## src/rtl/pipeexe_mdu_if.sv

```systemverilog
// ID-to-EXE bundle: ID-stage fields in, E-stage results and hazard/stall info out.
// Handshake: there is no valid/ready pair; ebusy=1 tells ID to hold its fields and E to keep its contents.
interface pipeexe_mdu_if;
  logic        dwreg, dm2reg, dwmem, daluimm, dshift, djal;
  logic [4:0]  daluc;
  logic [31:0] da, db, dimm, dpc4;
  logic [4:0]  drn;
  logic        dbubble;
  logic        ewreg, em2reg;
  logic [4:0]  ern;
  logic        mwreg_o, mwmem_o, mm2reg_o;
  logic [31:0] ealu, eb;
  logic        ebusy;

  modport master (
    output dwreg, dm2reg, dwmem, daluimm, dshift, djal, daluc, da, db, dimm, dpc4, drn, dbubble,
    input  ewreg, em2reg, ern, mwreg_o, mwmem_o, mm2reg_o, ealu, eb, ebusy
  );
  modport slave (
    input  dwreg, dm2reg, dwmem, daluimm, dshift, djal, daluc, da, db, dimm, dpc4, drn, dbubble,
    output ewreg, em2reg, ern, mwreg_o, mwmem_o, mm2reg_o, ealu, eb, ebusy
  );
endinterface

```

## src/rtl/pipeexe_mdu.sv

```systemverilog
// ID/EXE pipeline register and EXE stage of a 5-stage MIPS pipeline, with an
// iterative shift-add multiplier / restoring divider writing HI/LO.
module pipeexe_mdu #(
  parameter bit          MUL_FAST = 1'b0,
  parameter logic [31:0] DIV0_LO  = 32'hFFFF_FFFF
) (
  input  logic         clk,
  input  logic         clrn,
  pipeexe_mdu_if.slave bus,
  output logic [1:0]   state_o
);
  localparam logic [4:0] OP_ADD  = 5'b00000, OP_SUB  = 5'b00001, OP_AND  = 5'b00010;
  localparam logic [4:0] OP_OR   = 5'b00011, OP_XOR  = 5'b00100, OP_LUI  = 5'b00101;
  localparam logic [4:0] OP_SLL  = 5'b00110, OP_SRL  = 5'b00111, OP_SRA  = 5'b01000;
  localparam logic [4:0] OP_SLT  = 5'b01001, OP_SLTU = 5'b01010;
  localparam logic [4:0] OP_MFHI = 5'b10100, OP_MFLO = 5'b10101;
  localparam logic [4:0] OP_MTHI = 5'b10110, OP_MTLO = 5'b10111;

  typedef enum logic [1:0] {S_IDLE = 2'd0, S_RUN = 2'd1, S_DONE = 2'd2} state_e;

  logic        ewreg_q, em2reg_q, ewmem_q, ealuimm_q, eshift_q, ejal_q;
  logic [4:0]  ealuc_q, ern_q;
  logic [31:0] ea_q, eb_q, eimm_q, epc4_q;

  state_e      state_q, state_d;
  logic [4:0]  cnt_q, cnt_d;
  logic [64:0] acc_q, acc_d;
  logic [31:0] dvs_q, dvs_d, hi_q, hi_d, lo_q, lo_d;
  logic        neg_q, neg_d, sgna_q, sgna_d, ismul_q, ismul_d;

  logic [31:0] opa, opb, alu_r;
  logic        is_mdu, ebusy, sgn_a, sgn_b;
  logic [32:0] mul_upper, div_trem;
  logic        div_ge;
  logic [64:0] step_acc;
  logic [63:0] fast_prod, prod;

  assign opa    = eshift_q ? {27'b0, eimm_q[10:6]} : ea_q;
  assign opb    = ealuimm_q ? eimm_q : eb_q;
  assign is_mdu = (ealuc_q[4:2] == 3'b100);
  assign ebusy  = is_mdu && (state_q != S_DONE);
  // Even opcodes (MULT, DIV) are the signed forms.
  assign sgn_a  = ~ealuc_q[0] & opa[31];
  assign sgn_b  = ~ealuc_q[0] & opb[31];

  // E register: a stall holds it; a load-use bubble loads an all-zero NOP (aluc = ADD).
  always_ff @(posedge clk or negedge clrn) begin
    if (!clrn) begin
      {ewreg_q, em2reg_q, ewmem_q, ealuimm_q, eshift_q, ejal_q} <= '0;
      ealuc_q <= '0; ern_q <= '0;
      ea_q <= '0; eb_q <= '0; eimm_q <= '0; epc4_q <= '0;
    end else if (!ebusy) begin
      if (bus.dbubble) begin
        {ewreg_q, em2reg_q, ewmem_q, ealuimm_q, eshift_q, ejal_q} <= '0;
        ealuc_q <= OP_ADD; ern_q <= '0;
        ea_q <= '0; eb_q <= '0; eimm_q <= '0; epc4_q <= '0;
      end else begin
        ewreg_q   <= bus.dwreg;   em2reg_q <= bus.dm2reg; ewmem_q <= bus.dwmem;
        ealuimm_q <= bus.daluimm; eshift_q <= bus.dshift; ejal_q  <= bus.djal;
        ealuc_q   <= bus.daluc;   ern_q    <= bus.drn;
        ea_q <= bus.da; eb_q <= bus.db; eimm_q <= bus.dimm; epc4_q <= bus.dpc4;
      end
    end
  end

  // One engine step. Multiply: acc = {carry+upper, multiplier} shifted right.
  // Divide: acc[63:32] = partial remainder, acc[31:0] = dividend shifting into quotient.
  always_comb begin
    mul_upper = acc_q[64:32] + (acc_q[0] ? {1'b0, dvs_q} : 33'd0);
    div_trem  = {acc_q[63:32], acc_q[31]};
    div_ge    = (div_trem >= {1'b0, dvs_q});
    if (ismul_q) step_acc = {1'b0, mul_upper, acc_q[31:1]};
    else step_acc = {1'b0, (div_ge ? 32'(div_trem - {1'b0, dvs_q}) : div_trem[31:0]),
                     acc_q[30:0], div_ge};
    fast_prod = {32'b0, acc_q[31:0]} * {32'b0, dvs_q};
    prod      = MUL_FAST ? fast_prod : step_acc[63:0];
  end

  always_comb begin
    state_d = state_q; cnt_d = cnt_q; acc_d = acc_q; dvs_d = dvs_q;
    neg_d = neg_q; sgna_d = sgna_q; ismul_d = ismul_q;
    hi_d = hi_q; lo_d = lo_q;
    case (state_q)
      S_IDLE: if (is_mdu) begin
        state_d = S_RUN;
        cnt_d   = '0;
        acc_d   = {33'b0, (sgn_a ? -opa : opa)};
        dvs_d   = sgn_b ? -opb : opb;
        neg_d   = sgn_a ^ sgn_b;
        sgna_d  = sgn_a;
        ismul_d = ~ealuc_q[1];
      end
      S_RUN: begin
        acc_d = step_acc;
        cnt_d = cnt_q + 5'd1;
        if ((cnt_q == 5'd31) || (MUL_FAST && ismul_q)) begin
          state_d = S_DONE;
          if (ismul_q) begin
            {hi_d, lo_d} = neg_q ? -prod : prod;
          end else if (dvs_q == 32'd0) begin
            hi_d = opa;
            lo_d = DIV0_LO;
          end else begin
            lo_d = neg_q  ? -step_acc[31:0]  : step_acc[31:0];
            hi_d = sgna_q ? -step_acc[63:32] : step_acc[63:32];
          end
        end
      end
      S_DONE:  state_d = S_IDLE;
      default: state_d = S_IDLE;
    endcase
    if (ealuc_q == OP_MTHI) hi_d = opa;
    if (ealuc_q == OP_MTLO) lo_d = opa;
  end

  always_ff @(posedge clk or negedge clrn) begin
    if (!clrn) begin
      state_q <= S_IDLE; cnt_q <= '0; acc_q <= '0; dvs_q <= '0;
      neg_q <= 1'b0; sgna_q <= 1'b0; ismul_q <= 1'b0;
      hi_q <= '0; lo_q <= '0;
    end else begin
      state_q <= state_d; cnt_q <= cnt_d; acc_q <= acc_d; dvs_q <= dvs_d;
      neg_q <= neg_d; sgna_q <= sgna_d; ismul_q <= ismul_d;
      hi_q <= hi_d; lo_q <= lo_d;
    end
  end

  always_comb begin
    alu_r = '0;
    case (ealuc_q)
      OP_ADD:           alu_r = opa + opb;
      OP_SUB:           alu_r = opa - opb;
      OP_AND:           alu_r = opa & opb;
      OP_OR:            alu_r = opa | opb;
      OP_XOR:           alu_r = opa ^ opb;
      OP_LUI:           alu_r = {opb[15:0], 16'b0};
      OP_SLL:           alu_r = opb << opa[4:0];
      OP_SRL:           alu_r = opb >> opa[4:0];
      OP_SRA:           alu_r = $unsigned($signed(opb) >>> opa[4:0]);
      OP_SLT:           alu_r = {31'b0, ($signed(opa) < $signed(opb))};
      OP_SLTU:          alu_r = {31'b0, (opa < opb)};
      OP_MFHI:          alu_r = hi_q;
      OP_MFLO:          alu_r = lo_q;
      OP_MTHI, OP_MTLO: alu_r = opa;
      default:          alu_r = '0;
    endcase
    if (ejal_q) alu_r = epc4_q + 32'd4;
  end

  assign bus.ewreg    = ewreg_q;
  assign bus.em2reg   = em2reg_q;
  assign bus.ern      = ern_q;
  assign bus.mwreg_o  = ewreg_q  & ~ebusy;
  assign bus.mwmem_o  = ewmem_q  & ~ebusy;
  assign bus.mm2reg_o = em2reg_q & ~ebusy;
  assign bus.ealu     = alu_r;
  assign bus.eb       = eb_q;
  assign bus.ebusy    = ebusy;
  assign state_o      = state_q;
endmodule

```

## src/flat_wrapper.sv

```systemverilog
// flat-port wrapper written by rule: the top's interface ports become plain ports
module pipeexe_mdu_flat 
#(
  parameter bit          MUL_FAST = 1'b0,
  parameter logic [31:0] DIV0_LO  = 32'hFFFF_FFFF
)
  (clk, clrn, state_o, bus_dwreg, bus_dm2reg, bus_dwmem, bus_daluimm, bus_dshift, bus_djal, bus_daluc, bus_da, bus_db, bus_dimm, bus_dpc4, bus_drn, bus_dbubble, bus_ewreg, bus_em2reg, bus_ern, bus_mwreg_o, bus_mwmem_o, bus_mm2reg_o, bus_ealu, bus_eb, bus_ebusy);
  pipeexe_mdu_if bus_i ();
  input  logic clk;
  input  logic clrn;
  output logic [1:0] state_o;
  input wire logic [$bits(bus_i.dwreg)-1:0] bus_dwreg;
  input wire logic [$bits(bus_i.dm2reg)-1:0] bus_dm2reg;
  input wire logic [$bits(bus_i.dwmem)-1:0] bus_dwmem;
  input wire logic [$bits(bus_i.daluimm)-1:0] bus_daluimm;
  input wire logic [$bits(bus_i.dshift)-1:0] bus_dshift;
  input wire logic [$bits(bus_i.djal)-1:0] bus_djal;
  input wire logic [$bits(bus_i.daluc)-1:0] bus_daluc;
  input wire logic [$bits(bus_i.da)-1:0] bus_da;
  input wire logic [$bits(bus_i.db)-1:0] bus_db;
  input wire logic [$bits(bus_i.dimm)-1:0] bus_dimm;
  input wire logic [$bits(bus_i.dpc4)-1:0] bus_dpc4;
  input wire logic [$bits(bus_i.drn)-1:0] bus_drn;
  input wire logic [$bits(bus_i.dbubble)-1:0] bus_dbubble;
  output wire logic [$bits(bus_i.ewreg)-1:0] bus_ewreg;
  output wire logic [$bits(bus_i.em2reg)-1:0] bus_em2reg;
  output wire logic [$bits(bus_i.ern)-1:0] bus_ern;
  output wire logic [$bits(bus_i.mwreg_o)-1:0] bus_mwreg_o;
  output wire logic [$bits(bus_i.mwmem_o)-1:0] bus_mwmem_o;
  output wire logic [$bits(bus_i.mm2reg_o)-1:0] bus_mm2reg_o;
  output wire logic [$bits(bus_i.ealu)-1:0] bus_ealu;
  output wire logic [$bits(bus_i.eb)-1:0] bus_eb;
  output wire logic [$bits(bus_i.ebusy)-1:0] bus_ebusy;
  assign bus_i.dwreg = bus_dwreg;
  assign bus_i.dm2reg = bus_dm2reg;
  assign bus_i.dwmem = bus_dwmem;
  assign bus_i.daluimm = bus_daluimm;
  assign bus_i.dshift = bus_dshift;
  assign bus_i.djal = bus_djal;
  assign bus_i.daluc = bus_daluc;
  assign bus_i.da = bus_da;
  assign bus_i.db = bus_db;
  assign bus_i.dimm = bus_dimm;
  assign bus_i.dpc4 = bus_dpc4;
  assign bus_i.drn = bus_drn;
  assign bus_i.dbubble = bus_dbubble;
  assign bus_ewreg = bus_i.ewreg;
  assign bus_em2reg = bus_i.em2reg;
  assign bus_ern = bus_i.ern;
  assign bus_mwreg_o = bus_i.mwreg_o;
  assign bus_mwmem_o = bus_i.mwmem_o;
  assign bus_mm2reg_o = bus_i.mm2reg_o;
  assign bus_ealu = bus_i.ealu;
  assign bus_eb = bus_i.eb;
  assign bus_ebusy = bus_i.ebusy;
  pipeexe_mdu #(.MUL_FAST(MUL_FAST), .DIV0_LO(DIV0_LO)) u_core (.clk(clk), .clrn(clrn), .bus(bus_i), .state_o(state_o));
endmodule
```

## config.mk

```make
export PLATFORM = sky130hd
export DESIGN_NAME = pipeexe_mdu_flat
export DESIGN_NICKNAME = d
export VERILOG_FILES = /design/src/rtl/pipeexe_mdu_if.sv /design/src/rtl/pipeexe_mdu.sv /design/src/flat_wrapper.sv
export SDC_FILE = /design/constraint.sdc
export NUM_CORES = 2
export LEC_CHECK = 0
export ABC_CLOCK_PERIOD_IN_PS = 8640
export BUFFER_PORTS_ARGS = -buffer_cell sky130_fd_sc_hd__buf_2
export CAP_MARGIN = 20
export CORE_ASPECT_RATIO = 2
export CORE_UTILIZATION = 40
export CTS_CLUSTER_DIAMETER = 120
export CTS_CLUSTER_SIZE = 12
export DETAILED_ROUTE_END_ITERATION = 8
export GPL_TIMING_DRIVEN = 0
export PLACE_DENSITY_LB_ADDON = 0.15
export SLEW_MARGIN = 10
export SYNTH_ARGS = -nofsm -noshare
export SYNTH_HDL_FRONTEND = slang
export SYNTH_SLANG_ARGS = --single-unit
```

## constraint.sdc

```tcl
create_clock -name clk -period 8.64 [get_ports clk]
set_clock_uncertainty 0.1 [all_clocks]
set_input_delay 0 -clock clk [delete_from_list [all_inputs] [get_ports clk]]
set_output_delay 0 -clock clk [all_outputs]
set_load 0.005 [all_outputs]
```

==> results.py, run 1 <==
metrics = {
    "synth": {
        "synth.cell_area_sq_mm": 0.03243,
        "synth-main-ff-cell": "dfrtp_1",
        "synthArstFlopShare_pct": 100.0,
        "avgSynthCellArea_sq_um": 7.430,
        "synth-edff-count": 0,
        "netlist_instances": 4365,
        "yosys_register_bits": 314,
        "yosys-top-cells-count": "nand2_1 (687), o21ai_0 (361), dfrtp_1 (314)",
        "synth.most_common_cell": "nand2_1",
        "ys_seq_area_share_pct": 24.23,
        "syn_nets": 4683,
        "yosys-top-cells-area": "dfrtp_1 (24%), nand2_1 (8.0%), ha_1 (6.4%)",
        "yosys.area.top_type_share_pct": 24.23,
        "yosys.area.top_type": "dfrtp_1",
        "yosysUniqueCellTypes": 97,
        "synth-warning-count": 0,
    },
    "grt": {
        "grt_pass1_vias": 45250,
        "grt_pass1_wl_mm": 372.1,
        "grt_start_max_net_pins": 107,
        "overflow": 277,
        "grt_use_total_pct": 63.39,
    },
    "placed_design": {
        "port_buffers": 222,
        "gp_congestion": 1.118,
        "post-dp-hpwl_mm": 178.7,
    },
    "floorplanning": {
        "start_util_pct": 40.44,
        "fp.dieH_um": 404.7,
        "rows": 147,
        "io_pins": 224,
        "die_x_um": 203.3,
    },
    "outcome": {
        "firstError": "[ERROR GRT-0116] Global routing finished with congestion. Check the congestion regions in the DRC Viewer.",
        "status": "stopped before the end",
        "lastStage": "global routing",
    },
    "clock_tree": {
        "clock_sinks": 314,
        "post_cts_buffers": 0,
        "h-tree-depth": 1,
        "cts_buffer_depth": 3,
        "ctsRootBufferMaster": "clkbuf_16",
        "cts_made_buffers": 30,
    },
}
-- metrics by stage --
stage                     setup WS [ns]  instance area, sq um  util (%)  cells  hold WS, ns
after CTS                        0.1231                 38660     48.21   5933     0.002054
after detailed placement         0.1117                 35540     44.32   5670      -0.1197
after global placement           -2.799                 34850     43.45   5630       0.1299
after floorplan                   3.417                 32430         -   4365      -0.3956
-- kinds of logic after synthesis --
logic type | Yosys count | synth area share (%)
adder cells (fa/ha/maj) | 171 | 6.690
flip-flops | 314 | 24.23
multiplexers | 181 | 5.637
AND/OR/NAND/NOR | 1674 | 25.02
AO/OA/AOI/OAI | 1331 | 27.18
buffers and inverters | 492 | 5.787
XOR/XNOR | 202 | 5.455
-- layer usage --
metal,overflow,GRT usage [%]
met4,111,74.63
met1,2,57.96
met3,8,35.18
met2,156,91.77
met5,0,2.300
-- what timing repair did --
item | 4_1_cts
gates resized for setup | 3
hold endpoints to repair | 458
endpoints found under the setup margin | 8
hold buffers | 231
==> run 2: changes to the inputs <==
- CORE_ASPECT_RATIO: 2 -> default
- CORE_UTILIZATION: 40 -> 25
- CTS_CLUSTER_DIAMETER: 120 -> default
- CTS_CLUSTER_SIZE: 12 -> default
==> run 2 against run 1 <==
Against the previous run:
- the flow now finishes without violations
- synthesized cell count stayed put
- synthesized area unchanged
==> results.py, run 2 <==
metrics = {
    "floorplanning": {
        "rows": 131,
        "fp.dieH_um": 362.2,
        "io_pins": 224,
        "core_sq_mm": 0.1282,
        "die_x_um": 362.2,
        "dieArea_sq_mm": 0.1312,
        "start_util_pct": 25.30,
    },
    "placed_design": {
        "dpl_cell_area_sq_mm": 0.03627,
        "gp_congestion": 1.056,
        "port_buffers": 222,
        "post-dp-hpwl_mm": 156.1,
        "place_ws_ns": 0.1498,
    },
    "clock_tree": {
        "ctsRootBufferMaster": "clkbuf_16",
        "cts_made_buffers": 42,
        "path_clk_slew_ns": 0.07,
        "post_cts_buffers": 0,
        "cts_tree": "done",
        "cts_buffer_depth": 3,
        "insertion_delay_ns": 0.63,
        "clock_sinks": 314,
        "h-tree-depth": 2,
    },
    "cells_and_area": {
        "mostFrequentLayoutCells": "nand2_1 (687), o21ai_0 (361), dfrtp_1 (313)",
        "final_nets": 5208,
        "largest-register": "u_core.acc_q",
        "n_fill_cell": 14160,
        "fin_area_sq_mm": 0.03993,
        "largest_reg_flops": 64,
        "drive_gt1_share_pct": 8.657,
        "final_common_cell": "nand2_1",
        "regArea_sq_mm": 0.007859,
        "syn_to_final_growth_pct": 23.12,
        "multi_input_area_sq_mm": 0.02283,
    },
    "critical_path": {
        "path_class": "reg -> reg",
        "r2r-start": "u_core.dvs_q[26]",
        "r2r-end": "u_core.hi_q[20]",
        "reg2reg_slack_ns": 0.42,
        "reg2reg_depth": 19,
        "critPathMaxFanout": 7,
        "end_kind": "flop",
        "arrival_ns": 8.61,
        "cp-start-kind": "flop",
        "crit_required_ns": 9.03,
    },
    "synth": {
        "ys_seq_area_share_pct": 24.23,
        "syn_nets": 4683,
        "yosys.area.top_type": "dfrtp_1",
        "synth-warning-count": 0,
        "yosys-top-cells-area": "dfrtp_1 (24%), nand2_1 (8.0%), ha_1 (6.4%)",
        "synth.most_common_cell": "nand2_1",
        "yosys-top-cells-count": "nand2_1 (687), o21ai_0 (361), dfrtp_1 (314)",
        "synth-edff-count": 0,
        "yosysUniqueCellTypes": 97,
        "avgSynthCellArea_sq_um": 7.430,
        "yosys_register_bits": 314,
        "yosys.area.top_type_share_pct": 24.23,
        "netlist_instances": 4365,
        "synth.cell_area_sq_mm": 0.03243,
        "synth-main-ff-cell": "dfrtp_1",
        "synthArstFlopShare_pct": 100.0,
    },
    "sta": {
        "post-route-min-period_ns": 8.222,
        "slew-limit-headroom_pct": 16.84,
        "rsz0062_at_grt": "false",
        "fin_ws_ns": 0.4182,
        "max_freq_mhz": 121.6,
        "finalSetupViolCount": 0,
        "slew_violations": 0,
        "setup-tns-final_ns": 0,
        "tightest_slew_ns": 1.236,
        "report.final.hold_viol_count": 0,
        "fin_crit_sh_pct": 95.16,
    },
    "power": {
        "ir_drop_mv": 0.1487,
        "power.leakage_uw": 0.01665,
        "power_density_mw_per_mm2": 424.8,
    },
    "worst_hold_path": {
        "hold_path_class": "in -> reg",
        "min_to": "u_core.epc4_q[9]",
        "worstHoldPathCells": 4,
        "hp-start": "bus_dbubble",
    },
    "grt": {
        "grt_use_total_pct": 29.09,
        "met1_usage_pct": 36.96,
        "antenna_found_initial": 10,
        "grtUsageMet2_pct": 46.46,
        "grt_start_max_net_pins": 95,
        "grt_util_met3_pct": 4.553,
        "overflow": 0,
        "grt_pass1_vias": 37070,
        "grt_pass1_wl_mm": 277.0,
        "top_usage_layer": "met2",
    },
    "routing": {
        "vias_per_cell": 5.754,
        "post_drt_wl_per_cell_um": 29.50,
        "wl_mm": 196.3,
        "drtIter0Drc": 3972,
        "antenna_left": 0,
        "drc": 0,
        "routed-via-count": 38290,
        "dr.pass1.iters": 6,
    },
    "outcome": {
        "status": "finished clean",
    },
    "run": {
        "cap_violations": 0,
    },
}
-- run 2: cell counts after synthesis --
No cell type changed its count.
-- run 2: cell families (layout without fill, tap and decap cells) --
family          count (synthesis)  after routing  synth area share, %
simple gates                 1674           1674                25.02
mux                           181            181                5.637
other cells                     0              5                    0
fa+ha+maj                     171            171                6.690
compound gates               1331           1331                27.18
flops                         314            314                24.23
xor+xnor                      202            202                5.455
buf+inv                       492           1048                5.787
-- run 2: repair_timing --
item | 4_1_cts | 5_1_grt
setup endpoints to repair | 5 | 2
hold buffers | 221 | 0
gates resized for setup | 1 | 4
cloned | 0 | 0
hold endpoints to repair | 366 | 0
-- run 2: report_power, final --
| group | internal [uW] | switching (uW) |
|---|---|---|
| clock network | 1050 | 767 |
| logic | 3950 | 8490 |
| registers | 1980 | 728 |
-- run 2: worst max-delay path by stage --
stage / from / endpoint / slack [ns]
finish: u_core.dvs_q[26] / u_core.hi_q[20] / 0.42
global route: u_core.dvs_q[26] / u_core.hi_q[20] / 0.02
detailed placement: u_core.eshift_q / bus_ealu[31] / 0.15
floorplan: u_core.eshift_q / bus_ealu[31] / 3.42
global placement: u_core.dvs_q[26] / u_core.hi_q[20] / -0.42
CTS: u_core.eshift_q / bus_ealu[31] / 0.03
-- run 2: through the flow --
stage | util (%) | total power [uW] | hold slack [ns] | cells
2_1_floorplan | - | 9818 | -0.3956 | 4365
3_3_place_gp | 27.86 | 14540 | 0.1327 | 6316
5_1_grt | 31.14 | 17820 | 0.06927 | 6650
3_5_place_dp | 28.30 | 14620 | -0.1752 | 6351
6_report | 31.15 | 16960 | 0.006209 | 6655
4_1_cts | 31.10 | 16610 | 0.01081 | 6646
-- run 2: layout make-up --
cell class / count / area share, %
Tap cell: 1729 / 5.418
Multi-Input combinational cell: 3559 / 57.18
Clock buffer: 59 / 2.993
Buffer: 330 / 3.184
Timing Repair Buffer: 482 / 9.542
Inverter: 161 / 1.514
Antenna cell: 5 / 0.03134
Clock inverter: 16 / 0.4575
Sequential cell: 314 / 19.68
-- run 2: metal layers --
| layer | part of all wire (%) | wire (um) |
|---|---|---|
| met1 | 42 | 81540 |
| met2 | 45 | 87660 |
| met3 | 7.0 | 13730 |
| met4 | 6.8 | 13280 |
| met5 | 0.046 | 91 |
-- run 2: critical path: stages, from the launching register on --
cell and delay, ns:
dfrtp_1 0.54, inv_1 0.09, ha_1 0.40, a21oi_1 0.22
o21ai_0 0.23, a2111oi_1 1.03, o31ai_2 0.42, o41ai_2 0.86
ha_1 0.33, o221a_2 0.25, nand3b_1 0.20, nor2_1 0.35
nand2_1 0.17, nor3_1 0.88, nand4_1 0.43, o41a_1 0.50
o21ai_0 0.19, o31a_1 0.16, nor3b_1 0.61, o21ai_1 0.12
Power figures use the tool's default switching activity.
